File: src/rtl/operand_seq_pkg.sv
//------------------------------------------------------------------------------
// Module  : operand_seq_pkg
// Brief   : Shared types and constants for operand_sequencer. Frame length
//           depends on EXPECT_CHECK_EN.
// Revision: 1.0 - initial release
//------------------------------------------------------------------------------
`default_nettype none

package operand_seq_pkg;

    typedef enum logic [1:0] {
        LOAD = 2'd0,
        EVAL = 2'd1,
        OUT  = 2'd2
    } state_e;

    localparam logic [1:0] IDX_X2  = 2'd0;
    localparam logic [1:0] IDX_X1  = 2'd1;
    localparam logic [1:0] IDX_X0  = 2'd2;
    localparam logic [1:0] IDX_EXP = 2'd3;

`ifdef EXPECT_CHECK_EN
    localparam int FRAME_LEN = 4;
`else
    localparam int FRAME_LEN = 3;
`endif

    localparam logic [1:0] IDX_LAST = 2'(FRAME_LEN - 1);

endpackage

`default_nettype wire

File: src/rtl/operand_sequencer.sv
//------------------------------------------------------------------------------
// Module  : operand_sequencer
// Brief   : Serial operand loader / result catcher around a combinational
//           arithmetic unit. Optional macro EXPECT_CHECK_EN adds an expected-
//           value nibble per frame and drives res_match.
// Revision: 1.0 - initial release
//------------------------------------------------------------------------------
`default_nettype none

module operand_sequencer
    import operand_seq_pkg::*;
#(
    parameter int W           = 4,
    parameter int EVAL_CYCLES = 1
) (
    input  logic         clk,
    input  logic         rst,
    input  logic [W-1:0] in_data,
    input  logic         in_valid,
    output logic         in_ready,
    output logic [W-1:0] X2,
    output logic [W-1:0] X1,
    output logic [W-1:0] X0,
    input  logic [W-1:0] F,
    output logic [W-1:0] res_data,
    output logic         res_valid,
    input  logic         res_ready,
    output logic         res_match,
    output logic         busy
);

    localparam logic [3:0] C_EVAL = 4'(EVAL_CYCLES);

    state_e       state_q, state_d;
    logic [1:0]   idx_q, idx_d;
    logic [3:0]   cnt_q, cnt_d;
    logic [W-1:0] x2_q, x2_d, x1_q, x1_d, x0_q, x0_d;
    logic [W-1:0] res_data_q, res_data_d;
    logic         res_valid_q, res_valid_d;
`ifdef EXPECT_CHECK_EN
    logic [W-1:0] exp_q, exp_d;
    logic         match_q, match_d;
`endif

    always_comb begin
        state_d     = state_q;
        idx_d       = idx_q;
        cnt_d       = cnt_q;
        x2_d        = x2_q;
        x1_d        = x1_q;
        x0_d        = x0_q;
        res_data_d  = res_data_q;
        res_valid_d = res_valid_q;
`ifdef EXPECT_CHECK_EN
        exp_d       = exp_q;
        match_d     = match_q;
`endif
        case (state_q)
            LOAD: begin
                if (in_valid) begin
                    case (idx_q)
                        IDX_X2:  x2_d = in_data;
                        IDX_X1:  x1_d = in_data;
                        IDX_X0:  x0_d = in_data;
`ifdef EXPECT_CHECK_EN
                        IDX_EXP: exp_d = in_data;
`endif
                        default: ;
                    endcase
                    if (idx_q == IDX_LAST) begin
                        idx_d   = 2'd0;
                        cnt_d   = C_EVAL;
                        state_d = EVAL;
                    end else begin
                        idx_d = idx_q + 2'd1;
                    end
                end
            end
            EVAL: begin
                // Counter runs down to zero so F is sampled EVAL_CYCLES+1 edges after the last operand.
                if (cnt_q == 4'd0) begin
                    res_data_d  = F;
                    res_valid_d = 1'b1;
`ifdef EXPECT_CHECK_EN
                    match_d     = (F == exp_q);
`endif
                    state_d     = OUT;
                end else begin
                    cnt_d = cnt_q - 4'd1;
                end
            end
            OUT: begin
                if (res_ready) begin
                    res_valid_d = 1'b0;
`ifdef EXPECT_CHECK_EN
                    match_d     = 1'b0;
`endif
                    state_d     = LOAD;
                end
            end
            default: state_d = LOAD;
        endcase
    end

    always_ff @(posedge clk) begin
        if (rst) begin
            state_q     <= LOAD;
            idx_q       <= 2'd0;
            cnt_q       <= 4'd0;
            x2_q        <= '0;
            x1_q        <= '0;
            x0_q        <= '0;
            res_data_q  <= '0;
            res_valid_q <= 1'b0;
`ifdef EXPECT_CHECK_EN
            exp_q       <= '0;
            match_q     <= 1'b0;
`endif
        end else begin
            state_q     <= state_d;
            idx_q       <= idx_d;
            cnt_q       <= cnt_d;
            x2_q        <= x2_d;
            x1_q        <= x1_d;
            x0_q        <= x0_d;
            res_data_q  <= res_data_d;
            res_valid_q <= res_valid_d;
`ifdef EXPECT_CHECK_EN
            exp_q       <= exp_d;
            match_q     <= match_d;
`endif
        end
    end

    assign in_ready  = (state_q == LOAD);
    assign busy      = (state_q != LOAD) || (idx_q != 2'd0);
    assign X2        = x2_q;
    assign X1        = x1_q;
    assign X0        = x0_q;
    assign res_data  = res_data_q;
    assign res_valid = res_valid_q;
`ifdef EXPECT_CHECK_EN
    assign res_match = match_q;
`else
    assign res_match = 1'b0;
`endif

endmodule

`default_nettype wire

File: config.mk
export PLATFORM = sky130hd
export DESIGN_NAME = operand_sequencer
export DESIGN_NICKNAME = d
export VERILOG_FILES = /design/src/rtl/operand_seq_pkg.sv /design/src/rtl/operand_sequencer.sv
export SDC_FILE = /design/constraint.sdc
export NUM_CORES = 1
export LEC_CHECK = 0
export ABC_CLOCK_PERIOD_IN_PS = 1800
export BUFFER_PORTS_ARGS = -buffer_cell sky130_fd_sc_hd__buf_2
export CAP_MARGIN = 20
export CELL_PAD_IN_SITES_DETAIL_PLACEMENT = 1
export CELL_PAD_IN_SITES_GLOBAL_PLACEMENT = 2
export CORE_MARGIN = 5
export CORE_UTILIZATION = 29
export DETAILED_ROUTE_END_ITERATION = 7
export PLACE_DENSITY_LB_ADDON = 0.1
export SETUP_SLACK_MARGIN = 0.3
export SLEW_MARGIN = 20
export SYNTH_ARGS = -nofsm -noshare
export SYNTH_HDL_FRONTEND = slang
export SYNTH_SLANG_ARGS = --single-unit
File: constraint.sdc
create_clock -name clk -period 1.8 [get_ports clk]
set_clock_uncertainty 0.15 [all_clocks]
set_input_delay 0.27 -clock clk [delete_from_list [all_inputs] [get_ports clk]]
set_output_delay 0.27 -clock clk [all_outputs]
set_load 0.05 [all_outputs]
==> results.cfg <==
[outcome]
status = completed

[clock_tree]
clk_pin_slew_worst_paths_ns = 0.09
htree_levels = 1
cts_tree = yes
cts_sinks = 25
clk_path_buf_depth = 2
cts_root_buffer = clkbuf_8
cts_buffers = 3
insertion_delay_ns = 0.26
postCtsHoldBufs = 0

[power]
power.total_mw = 1.16
powerDensity_nw_per_um2 = 683
peakVddDrop_mv = 0.199
leakagePower_nw = 0.664

[global_route]
grt_pass1_vias = 1235
grt_max_degree = 17
track_usage = 0.134
antenna_found_initial = 0
overflow = 0
grt_pass1_wl_um = 5710

[sta]
rsz0062_at_grt = yes
setup_viol_count_final = 0
finalCritPeriodShare = 0.884
worst_slack_ns = 0.209
maxSlewHeadroom = 0.637
clock.fmax_mhz = 628
finalSetupTns_ns = 0
fin_worst_hold_slack_ns = 0.0550
fin_crit_ns = 1.59
timing_hold_violations_final = 0
worst_slew_pin_slew_ns = 0.544
slew_viol_final = 0

[setup_path]
critical_path_class = register to register
reg2reg_depth = 5
crit_chain = inv_2 > ha_4 > nor3b_4 > or4_1 > a31oi_1
end_kind = register
cp.required_ns = 1.85
start_kind = register
crit_fanout = 6
r2r_end = cnt_q[3]
regToRegStartpoint = cnt_q[0]
max_stage_delay_ns = 0.47
critical_path.top_delay_family = simple AND/OR/NAND/NOR gates
cp.arrival_ns = 1.64
worst-path-buf-inv = 1
r2r_setup_slack_ns = 0.21
cp_slowest_cell = or4_1
crit_path_start = cnt_q[0]

[hold_path]
worstHoldPathCells = 2
min_to = res_valid
min_from = res_ready
hp-class = input port to register

[yosys]
seq_area_frac_synth = 0.432
synthCells = 131
synth_nets = 144
syn_avg_cell_area_um2 = 8.83
yosysWarningCount = 0
netlist-cell-type-count = 34
synth_seq_cells = 25
syn-cell-area_um2 = 1160

[route]
highest_layer = met4
dr_wl_met2_um = 1860
drtPass1Iterations = 4
initialDrtViolationCount = 47
wl_met3_um = 172
post-route-drc-count = 0
routed_via_density = 5.14
wire_per_inst_um = 15.8
postRouteAntennaNets = 0
wirelength_um = 3480
vias = 1131
m1WireLength_um = 1420

[layout]
regArea_um2 = 514
drive_above_1_share = 0.571
multiInputGateArea_um2 = 743
antennaDiodeCount = 0
area_growth_pct = 46.7
finalNonFillerCells = 220
fill_cells = 471
fin_nets = 184

[place]
dp_hpwl_um = 2380
pre_cts_ws_ns = 0.146
gp_congestion = 0.752
port_buffers = 30
dp_cells = 207

[floorplanning]
dieWidth_um = 73.2
io_pins = 32
core_um2 = 3940
die_area_um2 = 5350
rows = 23
start_util = 0.294
die_h_um = 73.2

[flow_run]
maxCapViolations = 0
-- cell type report --
cell class	instances	area share
Multi-Input combinational cell	90	0.438
Sequential cell	25	0.303
Timing Repair Buffer	46	0.184
Tap cell	50	0.0368
Clock buffer	3	0.0243
Inverter	5	0.0111
Clock inverter	1	0.00295
-- sequential cells by signal (all words and copies together) (netlist names) --
name and flops:
X2 4, X1 4, res_valid 1, cnt_q 4, X0 4, state_q 2
res_data 4, idx_q 2
-- timing repair --
item | 4_1_cts | 5_1_grt
setup buffers | 4 | 4
gates cloned | 0 | 1
pin swaps | 3 | 29
gates resized for setup | 13 | 44
endpoints found under the setup margin | 25 | 25
-- Yosys cell counts --
cell type | count | area share
o31ai_1 | 1 | 0.0065
nand2b_4 | 1 | 0.012
buf_2 | 1 | 0.0043
and2b_1 | 1 | 0.0065
o22ai_4 | 1 | 0.017
nand2_1 | 5 | 0.016
conb_1 | 1 | 0.0032
and3b_1 | 1 | 0.0076
or4b_4 | 1 | 0.012
or4_1 | 2 | 0.013
inv_1 | 5 | 0.016
o21ai_0 | 1 | 0.0043
a31oi_1 | 2 | 0.011
nand3_1 | 17 | 0.074
a2111oi_1 | 1 | 0.0086
buf_1 | 1 | 0.0032
nor4b_4 | 1 | 0.021
ha_1 | 1 | 0.011
o21ai_1 | 16 | 0.069
a21oi_1 | 20 | 0.086
nor4b_2 | 1 | 0.013
clkbuf_1 | 4 | 0.013
nor2b_1 | 4 | 0.022
nor3b_2 | 1 | 0.011
o21a_1 | 1 | 0.0065
o211ai_1 | 2 | 0.013
nor2_1 | 3 | 0.0097
buf_6 | 3 | 0.029
or3b_1 | 2 | 0.015
buf_4 | 2 | 0.013
dfxtp_1 | 25 | 0.43
a22oi_1 | 1 | 0.0065
or3_1 | 1 | 0.0054
or4b_1 | 1 | 0.0086
-- stage by stage --
stage,instance area [um2],util
4_1_cts,1490,0.377
3_3_place_gp,1370,0.348
3_5_place_dp,1370,0.348
2_1_floorplan,1180,-
5_1_grt,1700,0.431
6_report,1700,0.431
-- placed cells by master, fill, tap and decap left out, types with 2 or more instances in the layout --
master,n
buf_2,28
dfxtp_1,20
a21oi_2,11
o21ai_1,10
a21oi_1,9
buf_4,9
nand3_2,8
nand3_1,8
buf_6,8
o21ai_2,6
nor2b_1,4
inv_1,3
nand2_1,3
clkbuf_8,3
dfxtp_4,3
inv_2,2
or4b_4,2
or4_1,2
nor4b_4,2
or3b_1,2
a31oi_1,2
o211ai_1,2
dfxtp_2,2
-- worst max-delay path by stage --
| stage | to | slack [ns] | depth (start not counted) |
|---|---|---|---|
| global route | cnt_q[3] | 0.12 | 5 |
| floorplan | cnt_q[3] | 0.23 | 5 |
| CTS | res_valid | 0.20 | 5 |
| global placement | X1[3] | 0.20 | 3 |
| detailed placement | X1[3] | 0.15 | 3 |
| finish | cnt_q[3] | 0.21 | 5 |
-- logic make-up (layout without fill, tap and decap cells) --
| family | Yosys count | in the layout | share of synthesized area |
|---|---|---|---|
| AOI/OAI and AO/OA | 46 | 46 | 0.229 |
| adders and majority gates | 1 | 1 | 0.0108 |
| buffers and inverters | 16 | 55 | 0.0789 |
| DFF | 25 | 25 | 0.432 |
| other | 1 | 1 | 0.00324 |
| and+or+nand+nor | 42 | 42 | 0.245 |
-- power by group --
group,total (mW),internal (mW),switching (mW)
Clock,0.325,0.155,0.171
Sequential,0.579,0.566,0.0129
Combinational,0.256,0.0868,0.169
Total,1.16,0.808,0.353
-- routing by layer --
metal	GRT usage	up-vias
met5	0	-
met4	0.0533	0
met3	0.0248	4
met2	0.242	27
met1	0.153	550
li1	-	550
(Power assumes the default switching activity.)
